File: src/rtl/cam_gen_pkg.sv
// ============================================================================
//  Module      : cam_gen_pkg
//  Description : Shared encodings and the RGB444 byte-packing helper for the
//                camera stream generator.
//  Revision    : 1.0  initial release
// ============================================================================
`default_nettype none

package cam_gen_pkg;

    localparam logic [1:0] MODE_SOLID = 2'd0;
    localparam logic [1:0] MODE_VBAR  = 2'd1;
    localparam logic [1:0] MODE_HBAR  = 2'd2;
    localparam logic [1:0] MODE_CHECK = 2'd3;

    localparam logic [1:0] ST_IDLE  = 2'd0;
    localparam logic [1:0] ST_RUN   = 2'd1;
    localparam logic [1:0] ST_DRAIN = 2'd2;

    // Even byte carries {0,R}, odd byte carries {G,B}.
    function automatic logic [7:0] rgb444_byte(input logic [11:0] color, input logic odd);
        return odd ? color[7:0] : {4'h0, color[11:8]};
    endfunction

endpackage

`default_nettype wire

File: src/rtl/cam_gen_pattern.sv
// ============================================================================
//  Module      : cam_gen_pattern
//  Description : Combinational test-pattern colour select from pixel x/y,
//                the frame-latched mode and the two frame-latched colours.
//  Revision    : 1.0  initial release
// ============================================================================
`default_nettype none

module cam_gen_pattern
    import cam_gen_pkg::*;
#(
    parameter int XW    = 8,
    parameter int YW    = 8,
    parameter int BAR_W = 2
) (
    input  logic [XW-1:0] x_i,
    input  logic [YW-1:0] y_i,
    input  logic [1:0]    mode_i,
    input  logic [11:0]   color_a_i,
    input  logic [11:0]   color_b_i,
    output logic [11:0]   color_o
);

    localparam int c_sh = $clog2(BAR_W);

    // BAR_W is a power of two, so dividing by it is a plain shift.
    logic [XW-1:0] w_xs;
    logic [YW-1:0] w_ys;
    logic          w_sel;

    assign w_xs = x_i >> c_sh;
    assign w_ys = y_i >> c_sh;

    always_comb begin
        w_sel = 1'b0;
        case (mode_i)
            MODE_SOLID: w_sel = 1'b0;
            MODE_VBAR:  w_sel = w_xs[0];
            MODE_HBAR:  w_sel = w_ys[0];
            MODE_CHECK: w_sel = w_xs[0] ^ w_ys[0];
            default:    w_sel = 1'b0;
        endcase
    end

    assign color_o = w_sel ? color_b_i : color_a_i;

endmodule

`default_nettype wire

File: src/rtl/cam_stream_gen.sv
// ============================================================================
//  Module      : cam_stream_gen
//  Description : OV7670-style camera stream generator (pclk/vsync/href/RGB444
//                bytes). Define CAM_GEN_FRAME_CNT_EN to enable frame_cnt.
//  Revision    : 1.0  initial release
// ============================================================================
`default_nettype none

module cam_stream_gen
    import cam_gen_pkg::*;
#(
    parameter int H_ACTIVE   = 160,
    parameter int V_ACTIVE   = 120,
    parameter int H_BLANK    = 4,
    parameter int V_BLANK    = 4,
    parameter int VSYNC_ROWS = 2,
    parameter int PCLK_HALF  = 2,
    parameter int BAR_W      = 2
) (
    input  logic        clk,
    input  logic        rst_n,
    input  logic        enable,
    input  logic [1:0]  mode,
    input  logic [11:0] color_a,
    input  logic [11:0] color_b,
    output logic        CAM_pclk,
    output logic        CAM_vsync,
    output logic        CAM_href,
    output logic [7:0]  CAM_px_data,
    output logic        busy,
    output logic [15:0] frame_cnt
);

    localparam int H_TOT = 2 * H_ACTIVE + H_BLANK;
    localparam int V_TOT = V_BLANK + V_ACTIVE;
    localparam int BW    = $clog2(H_TOT + 1);
    localparam int RW    = $clog2(V_TOT + 1);
    localparam int DW    = (PCLK_HALF > 1) ? $clog2(PCLK_HALF) : 1;

    localparam logic [BW-1:0] c_byte_last = BW'(H_TOT - 1);
    localparam logic [BW-1:0] c_href_end  = BW'(2 * H_ACTIVE);
    localparam logic [RW-1:0] c_row_last  = RW'(V_TOT - 1);
    localparam logic [RW-1:0] c_vsync_end = RW'(VSYNC_ROWS);
    localparam logic [RW-1:0] c_act_start = RW'(V_BLANK);
    localparam logic [DW-1:0] c_div_last  = DW'(PCLK_HALF - 1);

    logic [DW-1:0] div_q, div_d;
    logic          pclk_q, pclk_d;
    logic          w_div_wrap, w_fall_tick, w_eof, w_active;
    logic [1:0]    state_q, state_d;
    logic [BW-1:0] byte_q, byte_d;
    logic [RW-1:0] row_q, row_d;
    logic [1:0]    mode_q, mode_d;
    logic [11:0]   ca_q, ca_d, cb_q, cb_d;
    logic          vsync_q, vsync_d, href_q, href_d, busy_q, busy_d;
    logic [7:0]    data_q, data_d;
    logic [BW-1:0] w_px_x;
    logic [RW-1:0] w_px_y;
    logic [11:0]   w_pat_color;
    logic          w_href_n;

    assign w_div_wrap  = (div_q == c_div_last);
    assign div_d       = w_div_wrap ? '0 : div_q + 1'b1;
    assign pclk_d      = w_div_wrap ? ~pclk_q : pclk_q;
    assign w_fall_tick = w_div_wrap & pclk_q;
    assign w_eof       = (row_q == c_row_last) && (byte_q == c_byte_last);

    // FSM state register
    always_ff @(posedge clk or negedge rst_n) begin
        if (!rst_n) begin
            state_q <= ST_IDLE;
        end else begin
            state_q <= state_d;
        end
    end

    // FSM next state; every transition waits for a pclk fall tick
    always_comb begin
        state_d = state_q;
        if (w_fall_tick) begin
            case (state_q)
                ST_IDLE:  if (enable) state_d = ST_RUN;
                ST_RUN:   if (!enable) state_d = w_eof ? ST_IDLE : ST_DRAIN;
                ST_DRAIN: begin
                    if (enable)     state_d = ST_RUN;
                    else if (w_eof) state_d = ST_IDLE;
                end
                default:  state_d = ST_IDLE;
            endcase
        end
    end

    // FSM outputs: position counters and the per-frame pattern latch
    always_comb begin
        byte_d = byte_q;
        row_d  = row_q;
        mode_d = mode_q;
        ca_d   = ca_q;
        cb_d   = cb_q;
        if (w_fall_tick) begin
            if (state_q != ST_IDLE && !w_eof && state_d != ST_IDLE) begin
                if (byte_q == c_byte_last) begin
                    byte_d = '0;
                    row_d  = row_q + 1'b1;
                end else begin
                    byte_d = byte_q + 1'b1;
                end
            end else begin
                byte_d = '0;
                row_d  = '0;
            end
            if (state_d == ST_RUN && (state_q == ST_IDLE || w_eof)) begin
                mode_d = mode;
                ca_d   = color_a;
                cb_d   = color_b;
            end
        end
    end

    assign w_px_x = byte_d >> 1;
    assign w_px_y = row_d - c_act_start;

    cam_gen_pattern #(
        .XW    (BW),
        .YW    (RW),
        .BAR_W (BAR_W)
    ) u_pattern (
        .x_i       (w_px_x),
        .y_i       (w_px_y),
        .mode_i    (mode_d),
        .color_a_i (ca_d),
        .color_b_i (cb_d),
        .color_o   (w_pat_color)
    );

    // Stream outputs describe the position being entered on this fall tick.
    assign w_active = (state_d != ST_IDLE);
    assign w_href_n = w_active && (row_d >= c_act_start) && (byte_d < c_href_end);

    always_comb begin
        vsync_d = vsync_q;
        href_d  = href_q;
        data_d  = data_q;
        busy_d  = busy_q;
        if (w_fall_tick) begin
            vsync_d = w_active && (row_d < c_vsync_end);
            href_d  = w_href_n;
            data_d  = w_href_n ? rgb444_byte(w_pat_color, byte_d[0]) : 8'h00;
            busy_d  = w_active;
        end
    end

    always_ff @(posedge clk or negedge rst_n) begin
        if (!rst_n) begin
            div_q   <= '0;
            pclk_q  <= 1'b0;
            byte_q  <= '0;
            row_q   <= '0;
            mode_q  <= MODE_SOLID;
            ca_q    <= 12'h000;
            cb_q    <= 12'h000;
            vsync_q <= 1'b0;
            href_q  <= 1'b0;
            data_q  <= 8'h00;
            busy_q  <= 1'b0;
        end else begin
            div_q   <= div_d;
            pclk_q  <= pclk_d;
            byte_q  <= byte_d;
            row_q   <= row_d;
            mode_q  <= mode_d;
            ca_q    <= ca_d;
            cb_q    <= cb_d;
            vsync_q <= vsync_d;
            href_q  <= href_d;
            data_q  <= data_d;
            busy_q  <= busy_d;
        end
    end

`ifdef CAM_GEN_FRAME_CNT_EN
    logic [15:0] frame_q;

    always_ff @(posedge clk or negedge rst_n) begin
        if (!rst_n) begin
            frame_q <= 16'h0000;
        end else if (w_fall_tick && state_q != ST_IDLE && w_eof) begin
            frame_q <= frame_q + 16'd1;
        end
    end

    assign frame_cnt = frame_q;
`else
    assign frame_cnt = 16'h0000;
`endif

    assign CAM_pclk    = pclk_q;
    assign CAM_vsync   = vsync_q;
    assign CAM_href    = href_q;
    assign CAM_px_data = data_q;
    assign busy        = busy_q;

endmodule

`default_nettype wire

File: config.mk
export PLATFORM = sky130hd
export DESIGN_NAME = cam_stream_gen
export DESIGN_NICKNAME = d
export VERILOG_FILES = /design/src/rtl/cam_gen_pkg.sv /design/src/rtl/cam_gen_pattern.sv /design/src/rtl/cam_stream_gen.sv
export SDC_FILE = /design/constraint.sdc
export NUM_CORES = 1
export LEC_CHECK = 0
export BUFFER_PORTS_ARGS = -buffer_cell sky130_fd_sc_hd__buf_4
export CAP_MARGIN = 40
export CORE_MARGIN = 3
export CORE_UTILIZATION = 45
export CTS_BUF_LIST = sky130_fd_sc_hd__clkbuf_4 sky130_fd_sc_hd__clkbuf_8
export CTS_CLUSTER_DIAMETER = 50
export CTS_CLUSTER_SIZE = 14
export DETAILED_ROUTE_END_ITERATION = 12
export PLACE_DENSITY_LB_ADDON = 0.15
export SETUP_SLACK_MARGIN = 0.2
export SYNTH_ARGS = -nofsm -noshare
export SYNTH_HDL_FRONTEND = slang
export SYNTH_SLANG_ARGS = --single-unit
File: constraint.sdc
create_clock -name clk -period 3.6 [get_ports clk]
set_clock_uncertainty 0.05 [all_clocks]
set_input_delay 0.54 -clock clk [delete_from_list [all_inputs] [get_ports clk]]
set_output_delay 0.54 -clock clk [all_outputs]
set_load 0.02 [all_outputs]
* Word level (Yosys, flattened, before mapping) *
Cells that the tools add are included.
Widths: inputs -> output; s select.

cells by class
  add/sub/neg operators = 4
  order comparisons = 3
  equal/unequal tests = 8
  multiplexer cells = 24
  bitwise gates (word level) = 3
  reductions and logical operators = 13

operator list
  cell                 count
  $mux 12              5
  $mux 9               3
  $mux 7               3
  $mux 2               8
  $mux 8               2
  $add 9x1->9 const B  1
  $eq 9x9->1 const B   1
  $lt 9x9->1 const B   1
  $add 7x1->7 const B  1
  $eq 7x7->1 const B   1
  $ge 7x3->1 const B   1
  $logic_and 1x1->1    7
  $lt 7x2->1 const B   1
  $eq 2x1->1 const B   3
  $eq 2x2->1 const B   3
  $pmux 2 s3           1
  $logic_not 2->1      2
  $pmux 1 s4           1
  $reduce_bool 2->1    2
  $sub 2x1->2 const B  1
  $add 1x1->1 const B  1
  $and 1x1->1          1
  $logic_not 1->1      1
  $logic_or 1x1->1     1
  3 further kinds      3

storage, ports and cells
  flip-flop bits (word level) = 57
  input port bits = 29
  output and inout bits = 28
  word-level logic and storage cells = 67

* Longest topological paths before layout *
  word-level depth = 16
  mapped depth = 9
  depth with buffers taken out = 8

* Hierarchy *
Synthesis repeated with hierarchy kept, for this count alone.

second synthesis, totals
  cell total of the unflattened synthesis = 267
  area, all modules = 3,030.4 um^2

modules (own cells, without submodules)
  module           instances  cells each  area each (um^2)  sequential area each (um^2)
  cam_stream_gen   1          251         2,817.7           1,426.4
  cam_gen_pattern  1          16          212.7             0.0

* Worst setup path after synthesis *
Ideal clock, no wire load.

  path kind = register to register
  from = reg byte_q[2]
  to = reg data_q[2], in the netlist CAM_px_data[2]
  library setup time = 0.126 ns
  arrival = 2.909 ns
  data required time = 3.424 ns
  slack = 0.515 ns
  cell stages (with the launch flop) = 9
  buffers on the path = 1
  period minus slack after synthesis = 3.085 ns
  cells stage by stage = dfrtp_1 > or4_4 > nor4_4 > mux2_4 > a22oi_2 > xor2_1 > buf_6 > mux2_4 > a221o_1

between the ends
  longest elaborated chain between the ends = 16
  elaborated cells between the ends (all ways) = 42
  classes of those cells = add/sub: 2; order compare: 2; eq/ne: 5; mux: 22; bitwise: 1; reduce/logical: 10

ends and longest elaborated chain
  element                           RTL line                                      text
  start, declared                   cam_stream_gen.sv:51                          logic [BW-1:0] byte_q, byte_d;
  start signal, assigned            cam_stream_gen.sv:169                         byte_q <= byte_d;
  $eq 9x9->1                        cam_stream_gen.sv:66, cam_stream_gen.sv:102
  $logic_and 1x1->1                 cam_stream_gen.sv:66                          assign w_eof = (row_q == c_row_last) && (byte_q == c_byte_last);
  $mux 2, on equally long branches  cam_stream_gen.sv:86, cam_stream_gen.sv:83
  $mux 2, on equally long branches  cam_stream_gen.sv:85, cam_stream_gen.sv:83
  $pmux 2 s3                        cam_stream_gen.sv:81                          case (state_q)
  $mux 2                            cam_stream_gen.sv:80                          if (w_fall_tick) begin
  $reduce_bool 2->1                 cam_stream_gen.sv:101, cam_stream_gen.sv:137
  $logic_and 1x1->1                 cam_stream_gen.sv:101                         if (state_q != ST_IDLE && !w_eof && state_d != ST_IDLE) begin
  $mux 7                            cam_stream_gen.sv:101
  $mux 7                            cam_stream_gen.sv:100                         if (w_fall_tick) begin
  $sub 2x1->2                       cam_stream_gen.sv:121                         assign w_px_y = row_d - c_act_start;
  $xor 1x1->1                       cam_gen_pattern.sv:40                         MODE_CHECK: w_sel = w_xs[0] ^ w_ys[0];
  $pmux 1 s4                        cam_gen_pattern.sv:36                         case (mode_i)
  $mux 12                           cam_gen_pattern.sv:45                         assign color_o = w_sel ? color_b_i : color_a_i;
  $mux 8                            cam_gen_pkg.sv:22                             return odd ? color[7:0] : {4'h0, color[11:8]};
  $mux 8 *                          cam_stream_gen.sv:148                         data_d = w_href_n ? rgb444_byte(w_pat_color, byte_d[0]) : 8'h00;
  end signal, assigned              cam_stream_gen.sv:176                         data_q <= data_d;
  end, declared                     cam_stream_gen.sv:56                          logic [7:0] data_q, data_d;

Every way passes the cells marked *; elsewhere a longest branch is shown, timed or not.
A chain may end at the register's enable or synchronous reset.

* Worst setup path in the final report *
  from = reg byte_q[2]
  to = reg data_q[1], in the netlist CAM_px_data[1]

The elaborated chain is that of the path after synthesis.

==> impl_metrics.json <==
{
  "firstDrtPassIters": 4,
  "multi_input_area_um2": 1380,
  "start_util": 0.481,
  "dieArea_um2": 7560,
  "syn_to_final_growth_pct": 19.2,
  "rows": 28,
  "synthArstFlopShare": 1.00,
  "worstPathMaxFanout": 12,
  "totalWireLength_mm": 5.94,
  "setup.worst_path.start_class": "flop",
  "fin_tns_setup_ns": 0,
  "yosys.area.top_type": "dfrtp_1",
  "hold_buffers": 0,
  "synth_area_per_cell_um2": 11.2,
  "critPathLaunch": "byte_q[2]$_DFF_PN0_",
  "grt_pass1_wl_mm": 10.0,
  "min_period_ns": 3.18,
  "drt_iter0_markers": 128,
  "min_period_over_period": 0.885,
  "synthCells": 263,
  "gp_congestion": 0.873,
  "slew_viol_final": 0,
  "clockBufferDepth": 2,
  "maxCapViolCount": 0,
  "io_pins": 57,
  "diodes": 0,
  "io_buffers": 40,
  "synth_ff_type": "dfrtp_1",
  "worst_pin_slew_ns": 0.709,
  "arrival_ns": 3.35,
  "viasPerCell": 5.29,
  "grt.overflow.total": 0,
  "drc": 0,
  "syn-cell-area_um2": 2950,
  "grt_max_degree": 58,
  "grt.total_usage": 0.171,
  "routedWlPerCell_um": 15.0,
  "htree_num_levels": 3,
  "status": "finished clean",
  "die_h_um": 86.9,
  "cts_sinks": 57,
  "path_delay_family": "simple AND/OR/NAND/NOR gates",
  "setup_viol": 0,
  "crit_top_cell": "buf_4",
  "synth_cell_types": 51,
  "netlist_top_cells_count": "57 x dfrtp_1, 34 x mux2_2, 21 x nand2_1, 20 x buf_4, 16 x nor2_1",
  "drtAntennaViolNets": 0,
  "crit_chain": "or4_4 -> nor4_4 -> buf_4 -> mux2_4 -> a22oi_2 -> xor2_1 -> buf_4 -> mux2_2 -> a221o_1",
  "p_per_area_nw_per_um2": 459,
  "tritoncts": "built",
  "cts_inserted_buffers": 9,
  "die_w_um": 86.9,
  "dp.final_hpwl_mm": 4.25,
  "core_area_um2": 6130,
  "seqCellArea_um2": 1430,
  "synth_enable_flop_cells": 0,
  "rsz0062_at_grt": "false",
  "grt_antenna_before_repair": 0,
  "cts-root-buf": "clkbuf_8",
  "hold_violations": 0,
  "vias": 2093,
  "yosys.area.top_type_share": 0.484,
  "cts.clk_slew.worst_paths_ns": 0.06,
  "worstPathRequired_ns": 3.76,
  "fin_util": 0.573,
  "peakVddDrop_mv": 0.210,
  "slew_headroom": 0.527,
  "fin_nets": 347,
  "grt_pass1_vias": 2097,
  "critPathBufInv": 2,
  "n_fill_cell": 529,
  "end_kind": "flop",
  "yosysMostFrequentCell": "dfrtp_1",
  "crit_type": "reg2reg",
  "slowest_stage": "or4_4",
  "synth_area_leaders": "dfrtp_1 48%, mux2_2 13%, buf_4 5.1%",
  "drive_gt1_frac": 0.352,
  "hp-class": "in2async",
  "timing.rr.start": "byte_q[2]$_DFF_PN0_",
  "yosysWarningCount": 0,
  "ys_ff_latch": 57,
  "insertion_delay_ns": 0.33,
  "slowest_delay_ns": 0.59,
  "fmax_mhz": 314,
  "ys_seq_area_frac": 0.484,
  "p_leak_nw": 1.68
}
-- per-layer routing --
| metal | global-route usage | share of wire | up-vias |
|---|---|---|---|
| met1 | 0.234 | 0.48 | 1011 |
| li1 | - | - | 1016 |
| met2 | 0.263 | 0.45 | 55 |
| met3 | 0.0341 | 0.053 | 11 |
| met4 | 0.0722 | 0.017 | 0 |
| met5 | 0 | 0 | - |
-- what timing repair did --
item	in CTS	in global routing
resized for setup	0	0
buffers inserted	0	2
setup endpoints to repair	0	2
-- stage by stage --
step	hold slack, ns	setup WS, ns	instances	instance area, um2	power, W
final	0.201	0.416	396	3510	0.00161
after global routing	0.261	0.290	396	3510	0.00169
after CTS	0.226	0.358	394	3500	0.00163
after detailed placement	0.430	0.379	378	3300	0.00102
after global placement	0.425	0.446	376	3280	0.00102
after floorplan	0.194	0.515	278	3000	0.000955
-- registers in the layout (all words and copies together), names as in the netlist --
| name | count |
|---|---|
| mode_q | 2 |
| div_q | 1 |
| CAM_href | 1 |
| CAM_px_data | 8 |
| byte_q | 9 |
| ca_q | 12 |
| busy | 1 |
| state_q | 2 |
| cb_q | 12 |
| row_q | 7 |
| CAM_vsync | 1 |
| CAM_pclk | 1 |
-- logic make-up after synthesis --
kind of cell,share of synthesized area
and+or+nand+nor,0.144
DFF,0.484
AOI/OAI and AO/OA,0.106
muxes,0.155
buffers and inverters,0.0679
xor gates and xnor gates,0.0327
adders and majority gates,0.00849
other,0.00127
-- report_power, final --
group	leakage [nW]	switching (W)	internal [W]	total, W
Sequential	0.720	0.0000315	0.000718	0.000750
Clock	0.108	0.000243	0.000360	0.000603
Combinational	0.850	0.000120	0.000140	0.000260
Total	1.68	0.000395	0.00122	0.00161
-- path summary, 6_finish.rpt --
check / end / slack, ns / cells after the start
max: CAM_px_data[1]$_DFFE_PN0P_ / 0.42 / 9
min: cb_q[11]$_DFF_PN0_ / 0.20 / 1
max reg2reg: CAM_px_data[1]$_DFFE_PN0P_ / 0.42 / 9
min reg2reg: cb_q[9]$_DFF_PN0_ / 0.44 / 1
max in group asynchronous: row_q[2]$_DFF_PN0_ / 2.82 / 1
min in group clk: state_q[1]$_DFF_PN0_ / 0.38 / 2
-- placed cells by master, fill, tap and decap left out, types with 4 or more instances in the layout --
cell / synthesis / routed
nand4_1: 4 / 4
and2_1: 6 / 6
conb_1: 1 / 16
dfrtp_1: 57 / 57
a22o_1: 6 / 6
inv_1: 6 / 6
xnor2_1: 7 / 7
nand2_1: 21 / 21
clkbuf_8: 0 / 10
o21ai_0: 14 / 14
xor2_1: 4 / 4
nor2_1: 16 / 16
buf_4: 20 / 51
nor3_1: 6 / 6
mux2_2: 34 / 34
nand3_1: 8 / 8
a221o_1: 4 / 4
-- area by class of cell --
class                   count  share of cell area
flip-flops and latches     57               0.406
clock buffers              13              0.0456
inverters                   6             0.00641
repair buffers             52               0.112
multi-input cells         190               0.392
well taps                  75              0.0267
clock inverters             3              0.0114
No activity file was read; power rests on OpenSTA's default activity.
